## src/rtl/shift_add_mult_if.sv

```systemverilog
// Request/response bundle for the shift-and-add multiplier.
interface shift_add_mult_if;
   logic        start;
   logic [15:0] a;
   logic [15:0] b;
   logic [31:0] p;
   logic        busy;
   logic        done;

   modport master (output start, a, b, input  p, busy, done);
   modport slave  (input  start, a, b, output p, busy, done);
endinterface

```

## src/rtl/shift_add_mult.sv

```systemverilog
// 16x16 -> 32 unsigned sequential multiplier: one shift-and-add step per cycle,
// 16 iterations, built around a 16-bit ripple-carry adder.

// Single-bit full adder cell.
module sam_fa (
   input  logic x,
   input  logic y,
   input  logic ci,
   output logic s,
   output logic co
);
   assign s  = x ^ y ^ ci;
   assign co = (x & y) | (ci & (x ^ y));
endmodule

// 16-bit ripple-carry adder built from an array of full adder cells.
module sam_rca16 (
   input  logic [15:0] x,
   input  logic [15:0] y,
   input  logic        ci,
   output logic [15:0] s,
   output logic        co
);
   logic [16:0] c;

   assign c[0] = ci;
   assign co   = c[16];

   for (genvar i = 0; i < 16; i++) begin : g_bit
      sam_fa u_fa (
         .x  (x[i]),
         .y  (y[i]),
         .ci (c[i]),
         .s  (s[i]),
         .co (c[i+1])
      );
   end
endmodule

module shift_add_mult (
   input  logic             clk,
   input  logic             rst,
   shift_add_mult_if.slave  bus
);
   typedef enum logic [1:0] {IDLE, RUN, DONE} state_t;

   state_t      state_q, state_d;
   logic [15:0] mcand_q, mcand_d;
   // The accumulator is conceptually 33 bits, but its top bit is always zero
   // after the logical right shift, so only the low 32 bits are stored.
   logic [31:0] acc_q, acc_d;
   logic [3:0]  count_q, count_d;
   logic [31:0] p_q, p_d;
   logic        busy_q, busy_d;
   logic        done_q, done_d;

   logic [15:0] sum;
   logic        c1;
   logic [16:0] hi;

   // Upper half plus multiplicand; carry out is kept as bit 16 of the partial sum.
   sam_rca16 u_add (
      .x  (acc_q[31:16]),
      .y  (mcand_q),
      .ci (1'b0),
      .s  (sum),
      .co (c1)
   );

   // Next-state: accept in IDLE, iterate in RUN, single DONE cycle back to IDLE.
   always_comb begin
      state_d = state_q;
      mcand_d = mcand_q;
      acc_d   = acc_q;
      count_d = count_q;
      p_d     = p_q;
      hi      = 17'd0;
      case (state_q)
         IDLE: begin
            if (bus.start) begin
               mcand_d = bus.a;
               acc_d   = {16'd0, bus.b};
               count_d = 4'd0;
               state_d = RUN;
            end
         end
         RUN: begin
            hi      = acc_q[0] ? {c1, sum} : {1'b0, acc_q[31:16]};
            acc_d   = {hi, acc_q[15:1]};
            count_d = count_q + 4'd1;
            if (count_q == 4'd15) begin
               state_d = DONE;
               p_d     = acc_d;
            end
         end
         DONE:    state_d = IDLE;
         default: state_d = IDLE;
      endcase
      busy_d = (state_d == RUN);
      done_d = (state_d == DONE);
   end

   // State and registered outputs; reset aborts any run and clears p.
   always_ff @(posedge clk) begin
      if (rst) begin
         state_q <= IDLE;
         mcand_q <= 16'd0;
         acc_q   <= 32'd0;
         count_q <= 4'd0;
         p_q     <= 32'd0;
         busy_q  <= 1'b0;
         done_q  <= 1'b0;
      end else begin
         state_q <= state_d;
         mcand_q <= mcand_d;
         acc_q   <= acc_d;
         count_q <= count_d;
         p_q     <= p_d;
         busy_q  <= busy_d;
         done_q  <= done_d;
      end
   end

   assign bus.p    = p_q;
   assign bus.busy = busy_q;
   assign bus.done = done_q;
endmodule

```

## src/flat_wrapper.sv

```systemverilog
// flat-port wrapper written by rule: the top's interface ports become plain ports
module shift_add_mult_flat 
  (clk, rst, bus_start, bus_a, bus_b, bus_p, bus_busy, bus_done);
  shift_add_mult_if bus_i ();
  input  logic clk;
  input  logic rst;
  input wire logic [$bits(bus_i.start)-1:0] bus_start;
  input wire logic [$bits(bus_i.a)-1:0] bus_a;
  input wire logic [$bits(bus_i.b)-1:0] bus_b;
  output wire logic [$bits(bus_i.p)-1:0] bus_p;
  output wire logic [$bits(bus_i.busy)-1:0] bus_busy;
  output wire logic [$bits(bus_i.done)-1:0] bus_done;
  assign bus_i.start = bus_start;
  assign bus_i.a = bus_a;
  assign bus_i.b = bus_b;
  assign bus_p = bus_i.p;
  assign bus_busy = bus_i.busy;
  assign bus_done = bus_i.done;
  shift_add_mult u_core (.clk(clk), .rst(rst), .bus(bus_i));
endmodule
```

## config.mk

```make
export PLATFORM = sky130hd
export DESIGN_NAME = shift_add_mult_flat
export DESIGN_NICKNAME = d
export VERILOG_FILES = /design/src/rtl/shift_add_mult_if.sv /design/src/rtl/shift_add_mult.sv /design/src/flat_wrapper.sv
export SDC_FILE = /design/constraint.sdc
export NUM_CORES = 1
export LEC_CHECK = 0
export ABC_AREA = 1
export BUFFER_PORTS_ARGS = -buffer_cell sky130_fd_sc_hd__buf_2
export CAP_MARGIN = 10
export CORE_MARGIN = 2
export CORE_UTILIZATION = 50
export DETAILED_ROUTE_END_ITERATION = 8
export GPL_TIMING_DRIVEN = 0
export PLACE_DENSITY = 0.73
export SYNTH_ARGS = -nofsm -noshare
export SYNTH_HDL_FRONTEND = slang
export SYNTH_HIERARCHICAL = 1
export SYNTH_SLANG_ARGS = --single-unit
```

## constraint.sdc

```tcl
create_clock -name clk -period 12.09 [get_ports clk]
set_clock_uncertainty 0.2 [all_clocks]
set_input_delay 0.6045 -clock clk [delete_from_list [all_inputs] [get_ports clk]]
set_output_delay 0.6045 -clock clk [all_outputs]
set_load 0.01 [all_outputs]
```

==> results of run 1 <==
==> placed cells by master, fill, tap and decap left out <==
| master | count |
|---|---|
| a21oi_1 | 37 |
| buf_2 | 78 |
| buf_4 | 3 |
| buf_6 | 5 |
| bufinv_16 | 1 |
| clkbuf_1 | 10 |
| clkbuf_8 | 10 |
| clkinv_1 | 2 |
| clkinv_2 | 4 |
| conb_1 | 1 |
| dfxtp_1 | 88 |
| fa_1 | 16 |
| ha_1 | 1 |
| inv_1 | 20 |
| inv_2 | 1 |
| inv_4 | 1 |
| nand2_1 | 154 |
| nand2_2 | 3 |
| nand2_4 | 3 |
| nand3_1 | 68 |
| nor2_1 | 58 |
| nor2_4 | 1 |
| nor2_8 | 1 |
| o21ai_0 | 24 |
| o21ai_1 | 2 |
==> state kept, by name, indices dropped and copies added (netlist names) <==
| signal | count |
|---|---|
| u_core/acc_q | 32 |
| u_core/bus.busy | 1 |
| u_core/bus.p | 32 |
| u_core/mcand_q | 16 |
| u_core/state_q | 2 |
| u_core/count_q | 4 |
| u_core/bus.done | 1 |
==> worst max path at each step <==
stage,to,slack (ps),depth (start not counted)
after floorplan,u_core/bus.p[30],5020,20
after global placement,u_core/bus.p[30],4740,20
after detailed placement,u_core/bus.p[30],4730,20
after CTS,u_core/bus.p[30],4700,20
after global routing,u_core/bus.p[30],4430,20
final,u_core/bus.p[30],4660,20
==> kinds of logic after synthesis <==
group / share of synthesized area [%]
other: 0.0961
DFF: 45.1
AOI/OAI and AO/OA: 8.08
buffers and inverters: 6.92
adders and majority gates: 8.53
and+or+nand+nor: 31.2
==> metrics by stage <==
step           instance area (um^2)  cells  util, %  setup WS, ps
2_1_floorplan                  3900    511        -          5020
3_3_place_gp                   4360    679     57.0          4740
3_5_place_dp                   4360    679     57.0          4730
4_1_cts                        4550    694     59.5          4700
5_1_grt                        4550    694     59.5          4430
6_report                       4550    694     59.5          4660
==> cell type report <==
| cell class | count | share of cell area [%] |
|---|---|---|
| multi-input cells | 369 | 41.2 |
| flip-flops and latches | 88 | 38.7 |
| repair buffers | 66 | 7.26 |
| plain buffers | 29 | 3.80 |
| clock buffers | 11 | 3.11 |
| well taps | 102 | 2.81 |
| inverters | 25 | 2.15 |
| clock inverters | 4 | 0.990 |
==> power by group through the flow <==
stage	combinational [mW]	clock [mW]	sequential, mW
after floorplan	0.0354	0	0.311
after detailed placement	0.0516	0	0.312
final	0.0520	0.200	0.306
after CTS	0.0517	0.205	0.306
after global placement	0.0504	0	0.312
after global routing	0.0588	0.217	0.307
==> worst register-to-register path, delay by kind of cell (launching register included) <==
| family | cells | cell delay [ps] |
|---|---|---|
| AOI/OAI and AO/OA | 1 | 120 |
| adders and majority gates | 16 | 6530 |
| DFF | 1 | 330 |
| and+or+nand+nor | 3 | 180 |
==> metal layers <==
layer | track usage [%] | wire length [um]
met3 | 4.96 | 622
met5 | 0 | 13
met1 | 30.1 | 4180
met4 | 6.09 | 85
met2 | 38.2 | 4240
==> results.env, run 1 <==
STATUS='complete, no violations'
LIBRARY_CELL_CONTRIBUTING_THE_LARGEST_SINGLE_DELAY_ON_THE_CRITICAL_PATH='fa_1'
PWR-SHARE-COMB_PCT=9.3
NET_SWITCHING_COMPONENT_OF_THE_POWER_uW=141
TIMING.CRITICAL_PATH.FANOUT_MAX=2
POSTCTSSETUPREPAIRBUFS=0
GP_CONGESTION=0.849
PATH_CLASS='flip-flop to flip-flop'
GRT_FIRST_PASS_WIRELENGTH_UM=15400
POST_ROUTE_CELLS_DRIVE_ABOVE_1_SHARE_PCT=18.8
DETAIL_ROUTE.ITER0.VIOLATIONS=176
TIMING.CRITICAL_PATH.ARRIVAL_PS=7520
CRITICAL_PATH.MAX_STAGE_DELAY_PS=490
SYNTH.TOP_CELL.AREA_SHARE_PCT=45.1
CTS_BUFFERS=9
TOTAL_CLOCK_SINKS=88
HPWLAFTERDP_UM=6670
YS_FF_LATCH=88
HOLD_PATH_CLASS='flip-flop to flip-flop'
HOLD-PATH-ENDPOINT='u_core/bus.p[20]'
YOSYS.AREA.TOP_TYPE='dfxtp_1'
WORSTHOLDSTART='u_core/bus.p[20]'
GRT_START_MAX_NET_PINS=14
DRT_FIRST_PASS_ITERS=5
MAXCLOCKFREQUENCY_MHz=135
DRC=0
STARTPOINT_TYPE_OF_THE_WORST_SETUP_PATH='flip-flop'
R2R.WORST_PATH.CELLS=20
SW_FRAC_OF_TOTAL_PCT=25.3
ROUTED-VIA-COUNT=3523
WORST_R2R_ENDPOINT='u_core/bus.p[30]'
MAX-CLOCK-PATH-BUFFERS=2
DRT-WIRELENGTH-PER-CELL_UM=13.2
SYNTH-WARNING-COUNT=6
MULTI_INPUT_COMB_AREA_UM2=1870
PWR_DENSITY_CELL_nW_PER_UM2=123
WORSTSETUPENDPOINTTYPE='flip-flop'
GRT_PASS1_VIAS=3312
HOLD-WORST-SLACK_PS=262
FP.DIEH_UM=92.4
INITIAL_CORE_UTIL_PCT=51.0
CTSHTREEMAXLEVEL=3
INTERNAL_POWER_uW=416
FINALMAXSLEWVIOLATIONS=0
SYNTHESIS.AREA_PER_INSTANCE_UM2=7.64
CLOCK_LATENCY_PS=350
SLEW_HEADROOM_PCT=61.5
CORE_REGION_AREA_UM2=7650
YOSYSMOSTFREQUENTCELL='nand2_1'
SLACK_OF_THE_WORST_REG_TO_REG_PATH_PS=4660
MAX_CAP_VIOLS=0
CRITPATHREQUIREDTIME_PS=12170
CP_CELL_SEQUENCE='fa_1, fa_1, fa_1, fa_1, fa_1, fa_1, fa_1, fa_1, fa_1, fa_1, fa_1, fa_1, fa_1, fa_1, fa_1, fa_1, nand2_1, nand2_1, nand2_1, a21oi_1'
N_FILL_CELL=733
POWER_FRAC_SEQ_PCT=54.8
GATE_COUNT_AFTER_TECHNOLOGY_MAPPING=511
FINALCRITPERIODSHARE_PCT=61.5
PERIOD_NEEDED_PS=7430
FINALSETUPTNS_PS=0
FINAL_NET_COUNT=640
WORSTREG2REGSTART='u_core/mcand_q[0]'
NUMBER_OF_HOLD_BUFFERS_ADDED_AFTER_CTS=0
TRITONCTS_CLOCK_TREE='built'
CTS_RESIZED=0
DOMINANTREGCELLSYNTH='dfxtp_1'
MAX-VDD-IR-DROP_mV=0.0755
TIGHTESTPINTRANSITION_PS=577
SYNTH_TOP_CELLS_BY_AREA='dfxtp_1, nand2_1, nand3_1, fa_1, nor2_1'
GLOBALROUTETOTALUTIL_PCT=22.9
DIE_WIDTH_UM=92.4
CP.BUFFERS_INVERTERS=0
ROWS=32
SETUP_VIOL=0
RSZ0062_AT_GRT='no'
GR-TOTAL-OVERFLOW=0
ASYNC_FLOP_SHARE_PCT=0
DESIGN_POWER_TOTAL_uW=557
SEQUENTIAL_SHARE_OF_THE_SYNTHESIZED_AREA_PCT=45.1
ANTENNA_FOUND_INITIAL=1
LEAKAGE_nW=2.17
POSTROUTEWIRELENGTH_UM=9140
CP-STARTPOINT='u_core/mcand_q[0]'
CRIT_FAMILY='adder cells'
LAYOUT-AREA-OVERHEAD-VS-SYNTH_PCT=16.5
POWER.CLOCK.FRACTION_PCT=35.8
SYNTH_NETS=563
SYNTHTOPCELLSBYCOUNT='nand2_1, dfxtp_1, nand3_1'
IOPINCOUNT=69
SYNTH_ENABLE_FLOP_CELLS=0
NETLIST-CELL-TYPE-COUNT=23
NUM_ANTENNA_CELLS=0
ROUTE.DETAILED.VIAS_PER_INST=5.08
ANTENNA_VIOLATING_NETS_POST_ROUTE=0
TIMING_HOLD_VIOLATIONS_FINAL=0
PORT_BUFFERS=66
POST_SYNTH_INSTANCE_AREA_UM2=3900
WORST_PATH_MOST_REPEATED_CELL='fa_1'
SEQUENTIAL_CELL_AREA_UM2=1760
PATH_CLK_SLEW_PS=80
DIE_FOOTPRINT_UM2=8530
CLK_ROOT_BUFFER_CELL='clkbuf_8'
HOLDPATHSTAGES=2
No activity file was read; power rests on OpenSTA's default activity.
==> inputs of run 2 (changes only) <==
==> constraint.sdc (replaced) <==
create_clock -name clk -period 7 [get_ports clk]
set_clock_uncertainty 0.2 [all_clocks]
set_input_delay 0.35 -clock clk [delete_from_list [all_inputs] [get_ports clk]]
set_output_delay 0.35 -clock clk [all_outputs]
set_load 0.01 [all_outputs]
==> results.env, run 2 (synthesis gave the netlist of run 1 again) <==
PERIOD_NEEDED_PS=6820  # -614 ps
SLEW_HEADROOM_PCT=62.3  # +0.80 points
CLK_ROOT_BUFFER_CELL='clkbuf_8'
ANTENNA_FOUND_INITIAL=1  # unchanged
DETAIL_ROUTE.ITER0.VIOLATIONS=184  # +4.5%
ROWS=32  # unchanged
NUMBER_OF_CELLS_ON_THE_CRITICAL_PATH=20  # unchanged
PRECTSSETUPSLACK_PS=-285  # -5010 ps
MAXCLOCKFREQUENCY_MHz=147  # +9.0%
CP_CELL_SEQUENCE='fa_1, fa_2, fa_2, fa_2, fa_2, fa_2, fa_2, fa_1, fa_2, fa_2, fa_2, fa_2, fa_2, fa_2, fa_2, fa_1, nand2_1, nand2_1, nand2_1, a21oi_1'
CLOCK_LATENCY_PS=350  # about the same
FINAL_NET_COUNT=640  # unchanged
NUM_ANTENNA_CELLS=0  # unchanged
HIGHEST-SIGNAL-LAYER='met5'
DETAIL_ROUTE.WIRELENGTH.MET1_UM=4190  # about the same
HOLD_PATH_CLASS='input pin to flip-flop'
ANTENNA_VIOLATING_NETS_POST_ROUTE=0  # unchanged
CTSHTREEMAXLEVEL=3  # unchanged
PORT_BUFFERS=66  # unchanged
PATH_CLK_SLEW_PS=90  # about the same
FP.DIEH_UM=92.4  # unchanged
ROUTED-VIA-COUNT=3605  # +2.3%
WORSTSETUPENDPOINTTYPE='flip-flop'
GRT_PASS1_VIAS=3270  # -1.3%
TIMING_HOLD_VIOLATIONS_FINAL=0  # unchanged
FINALMAXSLEWVIOLATIONS=0  # unchanged
DESIGN_POWER_TOTAL_mW=1.02  # +82%
STARTPOINT_TYPE_OF_THE_WORST_SETUP_PATH='flip-flop'
RSZ0062_AT_GRT='no'
TIMING.CRITICAL_PATH.FANOUT_MAX=2  # unchanged
ROUTE.DETAILED.VIAS_PER_INST=5.19  # +2.2%
NUMBER_OF_HOLD_BUFFERS_ADDED_AFTER_CTS=0  # unchanged
DIE_FOOTPRINT_UM2=8530  # unchanged
POSTCTSSETUPREPAIRBUFS=0  # unchanged
TRITONCTS_CLOCK_TREE='built'
CRITICAL_PATH.MAX_STAGE_DELAY_PS=480  # about the same
NET_SWITCHING_COMPONENT_OF_THE_POWER_uW=255  # +81%
SUM_OF_MET3_WIRE_SEGMENT_LENGTHS_AFTER_DETAILED_ROUTING_UM=571  # -8.2%
DRT-WIRELENGTH-PER-CELL_UM=13.5  # +2.5%
DRT_FIRST_PASS_ITERS=5  # unchanged
HOLDPATHSTAGES=3  # +1
INTERNAL_POWER_uW=760  # +83%
LIBRARY_CELL_CONTRIBUTING_THE_LARGEST_SINGLE_DELAY_ON_THE_CRITICAL_PATH='fa_1'
CRITPATHREQUIREDTIME_PS=7080  # -5090 ps
POWER.CLOCK.FRACTION_PCT=39.0  # +3.2 points
PWR-SHARE-COMB_PCT=8.9  # -0.4 points
LAYOUT.CELLS.MOST_COMMON='nand2_1'
TIMING.CRITICAL_PATH.ARRIVAL_PS=6890  # -630 ps
WORST_PATH_MOST_REPEATED_CELL='fa_2'
DIE_WIDTH_UM=92.4  # unchanged
GLOBALROUTETOTALUTIL_PCT=22.7  # -0.20 points
CTS_BUFFERS=9  # unchanged
END_OF_FLOW_CORE_UTILIZATION_PCT=60.5  # +0.98 points
R2R.WORST_PATH.CELLS=20  # unchanged
IOPINCOUNT=69  # unchanged
MET2WIRELENGTH_UM=4510  # +6.5%
INITIAL_CORE_UTIL_PCT=51.0  # unchanged
DRC=0  # unchanged
PWR_DENSITY_CELL_nW_PER_UM2=220  # +79%
STATUS='complete, no violations'
HPWLAFTERDP_UM=6940  # +3.9%
MAX-VDD-IR-DROP_mV=0.106  # +41%
POWER_FRAC_SEQ_PCT=52.1  # -2.7 points
POSTROUTEWIRELENGTH_UM=9390  # +2.7%
LAYOUT.CELLS.MOST_COMMON_LIST='nand2_1, dfxtp_1, buf_2'
GP_CONGESTION=0.849  # about the same
PATH_CLASS='flip-flop to flip-flop'
MAX_CAP_VIOLS=0  # unchanged
SW_FRAC_OF_TOTAL_PCT=25.1  # -0.20 points
FINALCRITPERIODSHARE_PCT=97.4  # +36 points
POST_ROUTE_CELLS_DRIVE_ABOVE_1_SHARE_PCT=21.2  # +2.5 points
TOTAL_CLOCK_SINKS=88  # unchanged
CP.BUFFERS_INVERTERS=0  # unchanged
GR-TOTAL-OVERFLOW=0  # unchanged
SETUP_VIOL=0  # unchanged
LAYOUT-AREA-OVERHEAD-VS-SYNTH_PCT=18.4
CRIT_FAMILY='adder cells'
SETUP_SLACK_PS=182  # -4480 ps
GRT_START_MAX_NET_PINS=16  # +2
CORE_REGION_AREA_UM2=7650  # unchanged
GRT_FIRST_PASS_WIRELENGTH_UM=15400  # -0.27%
MAX-CLOCK-PATH-BUFFERS=2  # unchanged
TIGHTESTPINTRANSITION_PS=565  # -11.9 ps
LEAKAGE_nW=2.15  # -1.1%
==> run 2: repair_timing <==
action / in CTS / in global routing
endpoints found under the setup margin: 6 / 4
gates resized for setup: 7 / 4
hold endpoints to repair: 0 / 0
==> run 2: area by class of cell <==
cell class	instances	area, um^2
buffer	29	173
clock buffer	10	138
clock inverter	6	91.3
fill	712	3020
inverter	25	97.6
multi-input combinational	369	1900
sequential	88	1760
tap	102	128
timing repair buffer	66	330
==> run 2: power groups by stage <==
stage	logic, mW	registers [mW]	clock network, mW
3_3_place_gp	0.0875	0.539	0
5_1_grt	0.103	0.531	0.427
4_1_cts	0.0900	0.529	0.404
3_5_place_dp	0.0897	0.540	0
6_report	0.0905	0.529	0.396
2_1_floorplan	0.0611	0.537	0
==> run 2: final timing paths <==
kind / startpoint / end / slack [ps]
hold reg to reg: u_core/bus.p[25] / u_core/bus.p[25] / 260
setup reg to reg: u_core/mcand_q[0] / u_core/bus.p[30] / 180
setup / recovery: u_core/mcand_q[0] / u_core/bus.p[30] / 180
hold / removal: bus_a[9] / u_core/mcand_q[9] / 50
==> run 2: worst reg2reg max path, cell delays in order, from the launching register on <==
cell and delay (ps):
dfxtp_1 340, fa_1 440, fa_2 350, fa_2 340, fa_2 350, fa_2 360
fa_2 350, fa_2 350, fa_1 390, fa_2 360, fa_2 360, fa_2 360
fa_2 350, fa_2 360, fa_2 360, fa_2 340, fa_1 480, nand2_1 50
nand2_1 90, nand2_1 50, a21oi_1 120
==> run 2: metrics by stage <==
stage	cell area (um^2)	setup TNS, ps	std cells	hold WS, ps
floorplan	3910	0	511	240
global placement	4370	-747	679	243
detailed placement	4370	-902	679	252
CTS	4610	0	695	43.6
global route	4620	0	695	51.0
finish	4620	0	695	52.2
==> run 2: metal layers <==
| layer | vias to the layer above | track usage, % |
|---|---|---|
| met1 | 1702 | 29.5 |
| met5 | - | 0 |
| met4 | 2 | 7.34 |
| li1 | 1776 | - |
| met2 | 114 | 37.7 |
| met3 | 11 | 4.96 |
==> inputs of run 3 (changes only) <==
--- a/config.mk
+++ b/config.mk
@@ -12,7 +12,8 @@
 export CORE_UTILIZATION = 50
 export DETAILED_ROUTE_END_ITERATION = 8
 export GPL_TIMING_DRIVEN = 0
-export PLACE_DENSITY = 0.73
+export PLACE_DENSITY_LB_ADDON = 0.3
+export SKIP_LAST_GASP = 1
 export SYNTH_ARGS = -nofsm -noshare
 export SYNTH_HDL_FRONTEND = slang
 export SYNTH_HIERARCHICAL = 1
==> constraint.sdc (replaced) <==
create_clock -name clk -period 7.35 [get_ports clk]
set_clock_uncertainty 0.2 [all_clocks]
set_input_delay 0.3675 -clock clk [delete_from_list [all_inputs] [get_ports clk]]
set_output_delay 0.3675 -clock clk [all_outputs]
set_load 0.01 [all_outputs]
==> results.env, run 3 (synthesis gave the netlist of run 1 again) <==
FINALSETUPTNS_PS=0  # unchanged
PWR_DENSITY_CELL_nW_PER_UM2=195  # -11%
SW_FRAC_OF_TOTAL_PCT=27.4  # +2.3 points
MAX_CAP_VIOLS=0  # unchanged
LAYOUT.CELLS.MOST_COMMON_LIST='nand2_1, dfxtp_1, buf_2'
HOLDPATHSTAGES=3  # unchanged
DIE_FOOTPRINT_UM2=8530  # unchanged
FINALMAXSLEWVIOLATIONS=0  # unchanged
CRITICAL_PATH.MAX_STAGE_DELAY_PS=490  # about the same
SLEW_HEADROOM_PCT=60.2  # -2.1 points
INITIAL_CORE_UTIL_PCT=51.0  # unchanged
FINAL_NET_COUNT=640  # unchanged
NUM_ANTENNA_CELLS=0  # unchanged
PWR-SHARE-COMB_PCT=9.6  # +0.7 points
TRITONCTS_CLOCK_TREE='built'
MAX-CLOCK-PATH-BUFFERS=2  # unchanged
DRT_FIRST_PASS_ITERS=4  # -1
IOPINCOUNT=69  # unchanged
PATH_CLASS='flip-flop to flip-flop'
TIMING.CRITICAL_PATH.FANOUT_MAX=2  # unchanged
NUMBER_OF_CELLS_ON_THE_CRITICAL_PATH=20  # unchanged
POSTROUTEWIRELENGTH_UM=9100  # -3.1%
CRITPATHREQUIREDTIME_PS=7440  # +360 ps
FINALCRITPERIODSHARE_PCT=96.6  # -0.77 points
LAYOUT-AREA-OVERHEAD-VS-SYNTH_PCT=16.6
POWER_FRAC_SEQ_PCT=56.7  # +4.6 points
STATUS='complete, no violations'
DRT-WIRELENGTH-PER-CELL_UM=13.1  # -3.1%
PORT_BUFFERS=66  # unchanged
CLOCK_LATENCY_PS=360  # about the same
HPWLAFTERDP_UM=6690  # -3.5%
POWER.CLOCK.FRACTION_PCT=33.7  # -5.3 points
LEAKAGE_nW=2.14  # -0.37%
GR-TOTAL-OVERFLOW=0  # unchanged
CTS_BUFFERS=9  # unchanged
ANTENNA_VIOLATING_NETS_POST_ROUTE=0  # unchanged
POST_ROUTE_CELLS_DRIVE_ABOVE_1_SHARE_PCT=20.4  # -0.84 points
GRT_FIRST_PASS_WIRELENGTH_UM=14900  # -3.0%
FP.DIEH_UM=92.4  # unchanged
GLOBALROUTETOTALUTIL_PCT=22.2  # -0.44 points
MAXCLOCKFREQUENCY_MHz=141  # -4.0%
CORE_REGION_AREA_UM2=7650  # unchanged
LAYOUT.CELLS.MOST_COMMON='nand2_1'
END_OF_FLOW_CORE_UTILIZATION_PCT=59.5  # -0.92 points
ROWS=32  # unchanged
TOTAL_CLOCK_SINKS=88  # unchanged
WORSTSETUPENDPOINTTYPE='flip-flop'
CRIT_FAMILY='adder cells'
POSTCTSSETUPREPAIRBUFS=0  # unchanged
GRT_PASS1_VIAS=3175  # -2.9%
TIMING.CRITICAL_PATH.ARRIVAL_PS=7190  # +300 ps
HOLD_PATH_CLASS='input pin to flip-flop'
STARTPOINT_TYPE_OF_THE_WORST_SETUP_PATH='flip-flop'
CP_CELL_SEQUENCE='fa_2, fa_1, fa_1, fa_1, fa_2, fa_1, fa_2, fa_1, fa_2, fa_1, fa_1, fa_2, fa_2, fa_2, fa_2, fa_1, nand2_1, nand2_1, nand2_1, a21oi_1'
GP_CONGESTION=0.847  # -0.24%
R2R.WORST_PATH.CELLS=20  # unchanged
DRC=0  # unchanged
CP.BUFFERS_INVERTERS=0  # unchanged
N_FILL_CELL=704  # -1.1%
SETUP_VIOL=0  # unchanged
PERIOD_NEEDED_PS=7100  # +284 ps
DETAIL_ROUTE.ITER0.VIOLATIONS=165  # -10%
ROUTED-VIA-COUNT=3508  # -2.7%
RSZ0062_AT_GRT='no'
ROUTE.DETAILED.VIAS_PER_INST=5.05  # -2.7%
TIGHTESTPINTRANSITION_PS=597  # +31.3 ps
LIBRARY_CELL_CONTRIBUTING_THE_LARGEST_SINGLE_DELAY_ON_THE_CRITICAL_PATH='fa_1'
PATH_CLK_SLEW_PS=90  # about the same
ANTENNA_FOUND_INITIAL=0  # -1
CTSHTREEMAXLEVEL=3  # unchanged
DIE_WIDTH_UM=92.4  # unchanged
GRT_START_MAX_NET_PINS=16  # unchanged
NET_SWITCHING_COMPONENT_OF_THE_POWER_uW=243  # -4.7%
DESIGN_POWER_TOTAL_uW=888  # -13%
CLK_ROOT_BUFFER_CELL='clkbuf_8'
INTERNAL_POWER_uW=644  # -15%
MAX-VDD-IR-DROP_mV=0.123  # +16%
TIMING_HOLD_VIOLATIONS_FINAL=0  # unchanged
-- run 3: changes by cell type in the layout (fill, tap and decap cells not counted) --
cell        change
clkinvlp_4      -1
bufinv_16       -2
clkbuf_8        -1
clkinv_2        +3
fa_1            +5
fa_2            -5
clkinv_4        +1
-- run 3: cell type report --
| cell class | count | area (um^2) | area share (%) |
|---|---|---|---|
| Multi-Input combinational cell | 369 | 1890 | 41.5 |
| Tap cell | 102 | 128 | 2.80 |
| Timing Repair Buffer | 66 | 330 | 7.25 |
| Clock buffer | 9 | 124 | 2.72 |
| Clock inverter | 7 | 47.5 | 1.04 |
| Buffer | 29 | 173 | 3.79 |
| Sequential cell | 88 | 1760 | 38.7 |
| Inverter | 25 | 97.6 | 2.14 |
-- run 3: what timing repair did --
item / 4_1_cts / 5_1_grt
endpoints found under the setup margin: 2 / 4
hold buffers: 0 / 0
gates resized for setup: 3 / 5
-- run 3: worst register-to-register path, stage by stage, from the launching register on --
cell and delay (ps):
dfxtp_1 340, fa_2 400, fa_1 390, fa_1 380, fa_1 390, fa_2 370, fa_1 390, fa_2 360
fa_1 390, fa_2 370, fa_1 410, fa_1 410, fa_2 360, fa_2 350, fa_2 350, fa_2 350
fa_1 490, nand2_1 50, nand2_1 90, nand2_1 60, a21oi_1 130
-- run 3: power groups by stage --
stage	Sequential (mW)	Combinational (mW)	Clock, mW
2_1_floorplan	0.511	0.0582	0
3_3_place_gp	0.514	0.0827	0
3_5_place_dp	0.514	0.0847	0
4_1_cts	0.503	0.0849	0.303
5_1_grt	0.505	0.0966	0.322
6_report	0.503	0.0856	0.299
-- run 3: routing by layer --
layer / vias to the layer above / global-route usage, % / share of wire (%)
li1: 1784 / - / -
met4: 0 / 9.70 / 2.0
met2: 109 / 36.3 / 47
met5: - / 0 / 0
met1: 1604 / 29.2 / 45
met3: 11 / 3.50 / 5.9
-- run 3: path summary, 6_finish.rpt --
| kind | startpoint | end | slack [ps] |
|---|---|---|---|
| worst max-delay path | u_core/mcand_q[0] | u_core/bus.p[30] | 250 |
| worst min-delay path | bus_a[2] | u_core/mcand_q[2] | 50 |
| worst max register to register | u_core/mcand_q[0] | u_core/bus.p[30] | 250 |
| worst min register to register | u_core/bus.p[29] | u_core/bus.p[29] | 260 |
-- run 3: per-stage QoR --
| stage | worst slack, ps | hold WS, ps | cell area (um^2) | std cells |
|---|---|---|---|---|
| 2_1_floorplan | 276 | 240 | 3900 | 511 |
| 3_3_place_gp | -28.9 | 243 | 4360 | 679 |
| 3_5_place_dp | -87.6 | 249 | 4360 | 679 |
| 4_1_cts | 36.6 | 39.4 | 4540 | 695 |
| 5_1_grt | 59.3 | 71.4 | 4550 | 695 |
| 6_report | 248 | 49.1 | 4550 | 695 |
